### config.mk
export PLATFORM = sky130hd
export DESIGN_NAME = xbar_sched_flat
export DESIGN_NICKNAME = d
export VERILOG_FILES = /design/src/rtl/xbar_sched_if.sv /design/src/rtl/xbar_sched.sv /design/src/flat_wrapper.sv
export SDC_FILE = /design/constraint.sdc
export NUM_CORES = 1
export LEC_CHECK = 0
export ABC_CLOCK_PERIOD_IN_PS = 3000
export CORE_ASPECT_RATIO = 0.8
export CORE_MARGIN = 5
export CORE_UTILIZATION = 51
export CTS_CLUSTER_DIAMETER = 40
export DETAILED_ROUTE_END_ITERATION = 10
export MAX_ROUTING_LAYER = met4
export PLACE_DENSITY = 0.8
export SETUP_SLACK_MARGIN = 0.4
export SLEW_MARGIN = 20
export SYNTH_ARGS = -nofsm -noshare
export SYNTH_HDL_FRONTEND = slang
export SYNTH_SLANG_ARGS = --single-unit
### constraint.sdc
create_clock -name clk_i -period 3 [get_ports clk_i]
set_clock_uncertainty 0.2 [all_clocks]
set_input_delay 0.6 -clock clk_i [delete_from_list [all_inputs] [get_ports clk_i]]
set_output_delay 0.6 -clock clk_i [all_outputs]
set_load 0.01 [all_outputs]
### src/rtl/xbar_sched_if.sv
// xbar_sched_if: request/grant bundle between one switch side and its scheduler.
//
// Signals (names carry the scheduler's point of view):
//   rqt_i     [N]          per-port request (source FIFO non-empty)
//   adr_i     [N*AW_DEV]   packed destinations, port i at [i*AW_DEV +: AW_DEV]
//   full_i    [N_DEV]      destination FIFO full flags
//   mask_i    [N]          static config, 1 disables a port
//   gnt_o     [N]          one-hot grant, one cycle wide
//   gnt_bin_o [LOG_N]      binary index of the current grant
//   gnt_vld_o              |gnt_o
//   wen_o     [N_DEV]      one-hot destination write strobe
//   starve_o               grant was won by starvation override
//
// Handshake: a port holds rqt_i while it has data. A grant is a one-cycle
// pulse on gnt_o and is committed once it appears; the matching wen_o pulse
// follows exactly one cycle later and is never cancelled by later changes
// on rqt_i or full_i. There is no back-pressure on gnt_o or wen_o.
//
// Modports: master = switch side driving requests, slave = the scheduler.
interface xbar_sched_if #(
  parameter int N      = 4,
  parameter int LOG_N  = 2,
  parameter int AW_DEV = 2,
  parameter int N_DEV  = 1 << AW_DEV
);
  logic [N-1:0]        rqt_i;
  logic [N*AW_DEV-1:0] adr_i;
  logic [N_DEV-1:0]    full_i;
  logic [N-1:0]        mask_i;
  logic [N-1:0]        gnt_o;
  logic [LOG_N-1:0]    gnt_bin_o;
  logic                gnt_vld_o;
  logic [N_DEV-1:0]    wen_o;
  logic                starve_o;

  modport master (
    output rqt_i, adr_i, full_i, mask_i,
    input  gnt_o, gnt_bin_o, gnt_vld_o, wen_o, starve_o
  );

  modport slave (
    input  rqt_i, adr_i, full_i, mask_i,
    output gnt_o, gnt_bin_o, gnt_vld_o, wen_o, starve_o
  );
endinterface

### src/rtl/xbar_sched.sv
// xbar_sched: round-robin scheduler with starvation override for one side of
// the 4-port switch. Requesters whose destination FIFO is full are masked
// out, a registered one-hot grant is issued, and the decoded destination
// write strobe follows one cycle later.
//
// Ports:
//   clk_i        clock, rising edge
//   rst_i        synchronous active-high reset
//   bus          xbar_sched_if.slave (requests in, grant/strobe out)
//   dbg_state_o  current FSM state (IDLE=0, GNT=1, RECOV=2)
module xbar_sched #(
  parameter int N        = 4,
  parameter int LOG_N    = 2,
  parameter int AW_DEV   = 2,
  parameter int N_DEV    = 1 << AW_DEV,
  parameter int MAX_WAIT = 7,
  parameter int WCW      = 3
) (
  input  logic         clk_i,
  input  logic         rst_i,
  xbar_sched_if.slave  bus,
  output logic [1:0]   dbg_state_o
);

  typedef enum logic [1:0] {IDLE = 2'd0, GNT = 2'd1, RECOV = 2'd2} state_t;

  state_t            state_q, state_d;
  logic [LOG_N-1:0]  ptr_q, ptr_d;
  logic [LOG_N-1:0]  gnt_bin_q, gnt_bin_d;
  logic [AW_DEV-1:0] dst_q, dst_d;
  logic [N-1:0]      gnt_q, gnt_d;
  logic [N_DEV-1:0]  wen_q, wen_d;
  logic              starve_q, starve_d;
  logic [WCW-1:0]    wait_q [N];
  logic [WCW-1:0]    wait_d [N];

  logic [N-1:0]      elig;
  logic [LOG_N-1:0]  win;
  logic [LOG_N-1:0]  cand;
  logic              win_starve;
  logic              found;
  logic              decide;

  // A port is eligible only if its destination FIFO can take the write.
  always_comb begin
    elig = '0;
    for (int i = 0; i < N; i++) begin
      elig[i] = bus.rqt_i[i] & ~bus.mask_i[i]
              & ~bus.full_i[bus.adr_i[i*AW_DEV +: AW_DEV]];
    end
  end

  // Winner: lowest-index starved port first, else round-robin from ptr_q.
  always_comb begin
    win        = '0;
    cand       = '0;
    win_starve = 1'b0;
    found      = 1'b0;
    for (int i = 0; i < N; i++) begin
      if (!win_starve && elig[i] && (wait_q[i] == WCW'(MAX_WAIT))) begin
        win_starve = 1'b1;
        win        = LOG_N'(i);
      end
    end
    if (!win_starve) begin
      for (int off = 0; off < N; off++) begin
        cand = LOG_N'((int'(ptr_q) + off) % N);
        if (!found && elig[cand]) begin
          found = 1'b1;
          win   = cand;
        end
      end
    end
  end

  // Decisions happen only in IDLE/RECOV, which caps grants at one per 2 cycles.
  assign decide = (state_q != GNT) && (|elig);

  always_comb begin
    state_d   = state_q;
    ptr_d     = ptr_q;
    dst_d     = dst_q;
    gnt_d     = '0;
    gnt_bin_d = '0;
    starve_d  = 1'b0;
    wen_d     = '0;
    case (state_q)
      GNT: begin
        // Committed grant: strobe the latched destination regardless of full_i.
        state_d = RECOV;
        wen_d   = N_DEV'(1) << dst_q;
      end
      default: begin
        if (decide) begin
          state_d   = GNT;
          gnt_d     = N'(1) << win;
          gnt_bin_d = win;
          starve_d  = win_starve;
          dst_d     = bus.adr_i[win*AW_DEV +: AW_DEV];
          ptr_d     = (win == LOG_N'(N - 1)) ? '0 : win + 1'b1;
        end else begin
          state_d = IDLE;
        end
      end
    endcase
  end

  // Wait counters: cleared on winning a decision or when ineligible,
  // otherwise count every cycle (GNT cycles included), saturating.
  always_comb begin
    for (int i = 0; i < N; i++) begin
      wait_d[i] = wait_q[i];
      if ((decide && (win == LOG_N'(i))) || !elig[i]) begin
        wait_d[i] = '0;
      end else if (wait_q[i] != WCW'(MAX_WAIT)) begin
        wait_d[i] = wait_q[i] + 1'b1;
      end
    end
  end

  always_ff @(posedge clk_i) begin
    if (rst_i) begin
      state_q   <= IDLE;
      ptr_q     <= '0;
      dst_q     <= '0;
      gnt_q     <= '0;
      gnt_bin_q <= '0;
      starve_q  <= 1'b0;
      wen_q     <= '0;
      for (int i = 0; i < N; i++) wait_q[i] <= '0;
    end else begin
      state_q   <= state_d;
      ptr_q     <= ptr_d;
      dst_q     <= dst_d;
      gnt_q     <= gnt_d;
      gnt_bin_q <= gnt_bin_d;
      starve_q  <= starve_d;
      wen_q     <= wen_d;
      for (int i = 0; i < N; i++) wait_q[i] <= wait_d[i];
    end
  end

  assign bus.gnt_o     = gnt_q;
  assign bus.gnt_bin_o = gnt_bin_q;
  assign bus.gnt_vld_o = |gnt_q;
  assign bus.wen_o     = wen_q;
  assign bus.starve_o  = starve_q;
  assign dbg_state_o   = state_q;

endmodule

### src/flat_wrapper.sv
// flat-port wrapper written by rule: the top's interface ports become plain ports
module xbar_sched_flat 
#(
  parameter int N        = 4,
  parameter int LOG_N    = 2,
  parameter int AW_DEV   = 2,
  parameter int N_DEV    = 1 << AW_DEV,
  parameter int MAX_WAIT = 7,
  parameter int WCW      = 3
)
  (clk_i, rst_i, dbg_state_o, bus_rqt_i, bus_adr_i, bus_full_i, bus_mask_i, bus_gnt_o, bus_gnt_bin_o, bus_gnt_vld_o, bus_wen_o, bus_starve_o);
  xbar_sched_if #(.N(N), .LOG_N(LOG_N), .AW_DEV(AW_DEV), .N_DEV(N_DEV)) bus_i ();
  input  logic clk_i;
  input  logic rst_i;
  output logic [1:0] dbg_state_o;
  input wire logic [$bits(bus_i.rqt_i)-1:0] bus_rqt_i;
  input wire logic [$bits(bus_i.adr_i)-1:0] bus_adr_i;
  input wire logic [$bits(bus_i.full_i)-1:0] bus_full_i;
  input wire logic [$bits(bus_i.mask_i)-1:0] bus_mask_i;
  output wire logic [$bits(bus_i.gnt_o)-1:0] bus_gnt_o;
  output wire logic [$bits(bus_i.gnt_bin_o)-1:0] bus_gnt_bin_o;
  output wire logic [$bits(bus_i.gnt_vld_o)-1:0] bus_gnt_vld_o;
  output wire logic [$bits(bus_i.wen_o)-1:0] bus_wen_o;
  output wire logic [$bits(bus_i.starve_o)-1:0] bus_starve_o;
  assign bus_i.rqt_i = bus_rqt_i;
  assign bus_i.adr_i = bus_adr_i;
  assign bus_i.full_i = bus_full_i;
  assign bus_i.mask_i = bus_mask_i;
  assign bus_gnt_o = bus_i.gnt_o;
  assign bus_gnt_bin_o = bus_i.gnt_bin_o;
  assign bus_gnt_vld_o = bus_i.gnt_vld_o;
  assign bus_wen_o = bus_i.wen_o;
  assign bus_starve_o = bus_i.starve_o;
  xbar_sched #(.N(N), .LOG_N(LOG_N), .AW_DEV(AW_DEV), .N_DEV(N_DEV), .MAX_WAIT(MAX_WAIT), .WCW(WCW)) u_core (.clk_i(clk_i), .rst_i(rst_i), .bus(bus_i), .dbg_state_o(dbg_state_o));
endmodule
Word level (Yosys, flattened, before mapping)
Memory sizes are Yosys's and may differ from the RTL's.
Cells that the tools add are included.
{"block": "totals", "elab_cells": 151, "ff_bits": 17, "output_inout_bits": 14, "memories": 1, "ramBits": 12}
{"memory": "u_core.wait_q", "depth": 4, "width": 3, "rd": 4, "rd_clocked_by_memory_dff": 0, "write_ports": 4, "line": "xbar_sched.sv:34", "source": "logic [WCW-1:0] wait_q [N];"}
{"block": "op_classes", "n_mux": 52, "n_eq_ne": 13, "magnitude_cmp": 8, "reduce_logical": 36, "bitwise_logic": 22, "n_shift": 3, "addsub": 8}
{"operator": "$mux W3", "count": 12}
{"operator": "$lt A2 B3 Y1 const B", "count": 8}
{"operator": "$mux W1", "count": 23}
{"operator": "$mux W2", "count": 9}
{"operator": "$bmux W1 S2", "count": 8}
{"operator": "$logic_and A1 B1 Y1", "count": 15}
{"operator": "$add A3 B1 Y3 const B", "count": 4}
{"operator": "$eq A3 B3 Y1 const B", "count": 4}
{"operator": "$ne A3 B3 Y1 const B", "count": 4}
{"operator": "$logic_not A1 Y1", "count": 10}
{"operator": "$not A1 Y1", "count": 10}
{"operator": "$and A1 B1 Y1", "count": 8}
{"operator": "$reduce_or A4 Y1", "count": 2}
{"operator": "$shiftx A8 B4 Y2", "count": 1}
{"operator": "$shl A1 B2 Y4 const A", "count": 2}
{"operator": "$add A2 B1 Y2 const B", "count": 2}
{"operator": "$add A2 B2 Y2 const B", "count": 2}
{"operator": "$eq A2 B1 Y1 const B", "count": 2}
{"operator": "$eq A2 B2 Y1 const B", "count": 2}
{"operator": "$logic_or A1 B1 Y1", "count": 4}
{"operator": "$or A1 B1 Y1", "count": 4}
{"operator": "$reduce_or A2 Y1", "count": 2}
{"operator": "$reduce_or A3 Y1", "count": 1}
{"operator": "$logic_not A2 Y1", "count": 1}
{"operator": "other kinds (2)", "count": 2}

Logic depth before layout (Yosys ltp)
{"block": "depth", "word_depth": 36, "ltp_mapped": 13, "mapped_depth_nobuf": 12}

Least setup slack after synthesis
Ideal clock, no wire load.
{"block": "synth_path", "kind": "input to register", "start": "input bus_adr_i[2]", "end": "memory u_core.wait_q[2][0]", "cell_stages": 8, "arrival_time_ns": 2.525, "slack_ns": 0.211, "n_path_buf": 0, "path_cell_list": "mux4_2 o311a_1 o31a_4 nor2_8 inv_4 ha_1 a211o_1 nor2_1"}
{"item": "start: declaration", "line": "flat_wrapper.sv:17", "source": "input wire logic [$bits(bus_i.adr_i)-1:0] bus_adr_i;"}
{"item": "end: declaration", "line": "xbar_sched.sv:34"}

==> results.md <==
* Crit. path cell count at 11
* WL final at 6680 µm
* 1st-iter DRT viols at 133
* Final setup violation count at 0
* LEAKAGE at 1.22 nW
* Worst-Margin Slew at 0.443 ns
* Part of the cycle the worst path needs at 92.5%
* FMAX at 361 MHz
* Post-route antenna net violation count at 0
* Vias at 1855
* Later-pin clock latency in the skew report at 0.30 ns
* Synth cell types at 52
* Synthesized Nets at 202
* Synth Flop Type: dfxtp_1
* DR pass1 iterations at 5
* Cell Pwr Density at 440 nW/µm²
* Clock sinks at 29
* Synthesis-to-layout area growth at 62.9%
* Row count at 18
* CP max stage delay at 0.41 ns
* Total GRT Usage at 25.8%
* Buffers & Inverters on Critical Path at 3
* Share of cells above drive strength 1 at 47.1%
* CP Capture Type: flip-flop
* Syn Area/Cell at 10.3 µm²
* Crit-path most repeated cell: buf_4
* Fraction of registers with async set/reset at 0%
* Die area at 4650 µm²
* Top delay family on crit path: simple AND/OR/NAND/NOR gates
* Largest net degree at the start of global routing at 12
* Int Power at 0.870 mW
* Critical path arrival at 2.80 ns
* Die height at 62.0 µm
* Post-Synthesis Cells at 168
* Routability Congestion at 0.865
* Unrepaired setup endpoints after global routing: true
* CP required at 3.03 ns
* Initial core utilization at 54.3%
* CP Class: in2reg
* HPWL Detailed at 3790 µm
* Seq/Total Area, Yosys at 33.6%
* Hold Path Class: reg2reg
* Flop pwr share at 34.1%
* Ant diodes at 0
* Root Driver: clkbuf_8
* Clock-pin slew on the worst setup and hold paths at 0.08 ns
* CTS Buf Count at 5
* Number of global-route vias before repair at 1799
* WHS Path Cells at 1
* CP max-delay cell: nor3b_2
* P_sw at 0.366 mW
* FF-to-FF path depth at 11
* Total Power at 1.24 mW
* Gate power share at 30.5%
* Core area at 3180 µm²
* Mapped cell area at 1730 µm²
* Floorplan die width at 75.0 µm
* Synth Warn # at 0
* Post-layout util at 88.5%
* Clock share of power at 35.4%
* Max transition margin at 70.2%
* Yosys reg bits at 29
* Port-buffer cells at 35
* Residual DRC count at 0
* Final Hold Fails at 0
* Clock Path Buffers at 2
* Status: complete, no violations
* Post-synth EDFFs at 0
* Max Cap Violations at 0
* H-tree Lvls at 2
* # IOs at 36
* Hold WS at 0.268 ns
* Peak supply drop at 0.444 mV
* Post-route minimum period at 2.77 ns
* First-pass GRT wire length at 8560 µm
* GR Overflow Total at 0
* Setup ws final at 0.226 ns
* Cells along the critical path: dlygate4sd2_1, nor3b_2, a22oi_4, buf_4, a211oi_2, nand2_1, buf_4, ha_1, a21oi_2, nand2_2, nor2_1
* Via/cell ratio at 6.12
* Worst setup slack after placement at -0.377 ns
* Initial antenna violation count at 0
* Placement Cell Area at 2420 µm²
* Max Slew Vio Count at 0
* Sw frac at 29.6%
* Cell area after layout at 2810 µm²
* CP max FO at 5
* CTS tree: yes
* Routed len/inst at 22.0 µm
* Nets at 296
* Startpoint types: input port
-- synth_stat cells, types with 2 or more instances --
cell / instances / share of area, %
mux4_2: 2 / 2.6
dfxtp_1: 29 / 34
nor3_1: 3 / 0.87
nor3_2: 5 / 2.9
a211oi_2: 2 / 1.5
a32o_1: 2 / 1.2
inv_1: 4 / 0.87
inv_4: 2 / 0.73
a21oi_1: 2 / 0.58
nand3_1: 4 / 1.2
nor3b_1: 2 / 0.87
a22o_1: 2 / 1.0
mux2i_1: 13 / 7.5
xor2_1: 4 / 2.0
nor2b_1: 3 / 1.1
o211ai_1: 2 / 0.87
clkbuf_1: 2 / 0.44
nand2b_1: 3 / 1.1
o21ai_0: 4 / 1.2
and3b_1: 2 / 1.0
ha_1: 12 / 8.7
nand4_1: 2 / 0.73
and4b_1: 3 / 1.7
nand2_1: 6 / 1.3
a22oi_1: 2 / 0.87
nor2_1: 19 / 4.1
a211oi_1: 2 / 0.87
nor4bb_1: 3 / 1.7
a211o_1: 3 / 1.5
nor2_4: 2 / 1.3
-- power groups by stage --
stage | clock network [mW] | registers, mW | logic [mW]
floorplan | 0 | 0.424 | 0.152
global placement | 0 | 0.427 | 0.286
detailed placement | 0 | 0.428 | 0.293
CTS | 0.422 | 0.420 | 0.322
global route | 0.449 | 0.423 | 0.397
finish | 0.438 | 0.421 | 0.378
-- state kept, by name, summed over array words and instances (netlist names) --
signal                cells
u_core.bus.gnt_bin_o      2
u_core.bus.gnt_o          4
u_core.dbg_state_o        2
u_core.dst_q              2
u_core.bus.wen_o          4
u_core.ptr_q              2
u_core.bus.starve_o       1
u_core.wait_q            12
-- worst reg2reg max path, cell delays in order (launching register included) --
cell and delay [ns]:
dfxtp_1 0.34, ha_1 0.21, ha_2 0.23, and4b_1 0.23
a22o_1 0.22, a2111oi_4 0.27, o31a_4 0.26, nor2_8 0.06
ha_1 0.23, a21oi_2 0.19, nand2_2 0.10, nor2_1 0.14
-- placed cells by master, fill, tap and decap left out, types with 3 or more instances in the layout --
master and count:
buf_4 53, dfxtp_1 29, nor2_1 19, clkdlybuf4s50_1 17, mux2i_1 9, buf_6 9, nor3_2 7, ha_1 7
clkbuf_8 6, nand2_1 4, xor2_1 4, nand3_1 4, ha_2 4, a211oi_2 3, inv_1 3, and4b_1 3
nor2b_1 3, a211o_1 3, clkbuf_2 3
-- path summary, 6_finish.rpt --
kind                                          from                                to  slack, ns
setup reg to reg  u_core.wait_q[2][0]$_SDFFE_PP0P_  u_core.wait_q[1][1]$_SDFFE_PP0P_       0.25
hold reg to reg       u_core.dst_q[1]$_SDFFE_PP0P_    u_core.bus.wen_o[1]$_SDFF_PP0_       0.27
hold / removal        u_core.dst_q[1]$_SDFFE_PP0P_    u_core.bus.wen_o[1]$_SDFF_PP0_       0.27
setup / recovery                      bus_rqt_i[2]  u_core.wait_q[1][1]$_SDFFE_PP0P_       0.23
-- routing by layer --
metal	global-route usage [%]	share of wire, %	vias up
met5	-	0	-
met4	11.7	5.1	0
met3	7.07	11	35
met2	42.2	48	121
met1	29.9	36	873
li1	-	-	826
-- stage by stage --
step	TNS [ns]	cells
final	0	303
after global routing	0	303
after CTS	0	294
after detailed placement	-5.07	279
after global placement	-3.97	279
after floorplan	0	168
-- area by class of cell --
type                    count  area [µm²]
inverters                   6        27.5
well taps                  40        50.0
multi-input cells         128        1250
flip-flops and latches     29         581
repair buffers             92         788
fillers                   144         365
clock inverters             1        30.0
clock buffers               7        86.3
-- repair_timing --
item / CTS / global route
gates resized for setup: 68 / 36
buffers inserted: 7 / 9
endpoints found under the setup margin: 24 / 20
pin swaps: 23 / 28
hold buffers: 0 / 0
-- logic make-up after synthesis --
kind of cell / share of synthesized area (%)
AND/OR/NAND/NOR: 23.1
XOR/XNOR: 2.03
multiplexers: 10.2
adder cells (fa/ha/maj): 8.70
flip-flops: 33.6
buffers and inverters: 2.97
AO/OA/AOI/OAI: 19.4
Note: power is estimated with default switching activity, not from simulation.
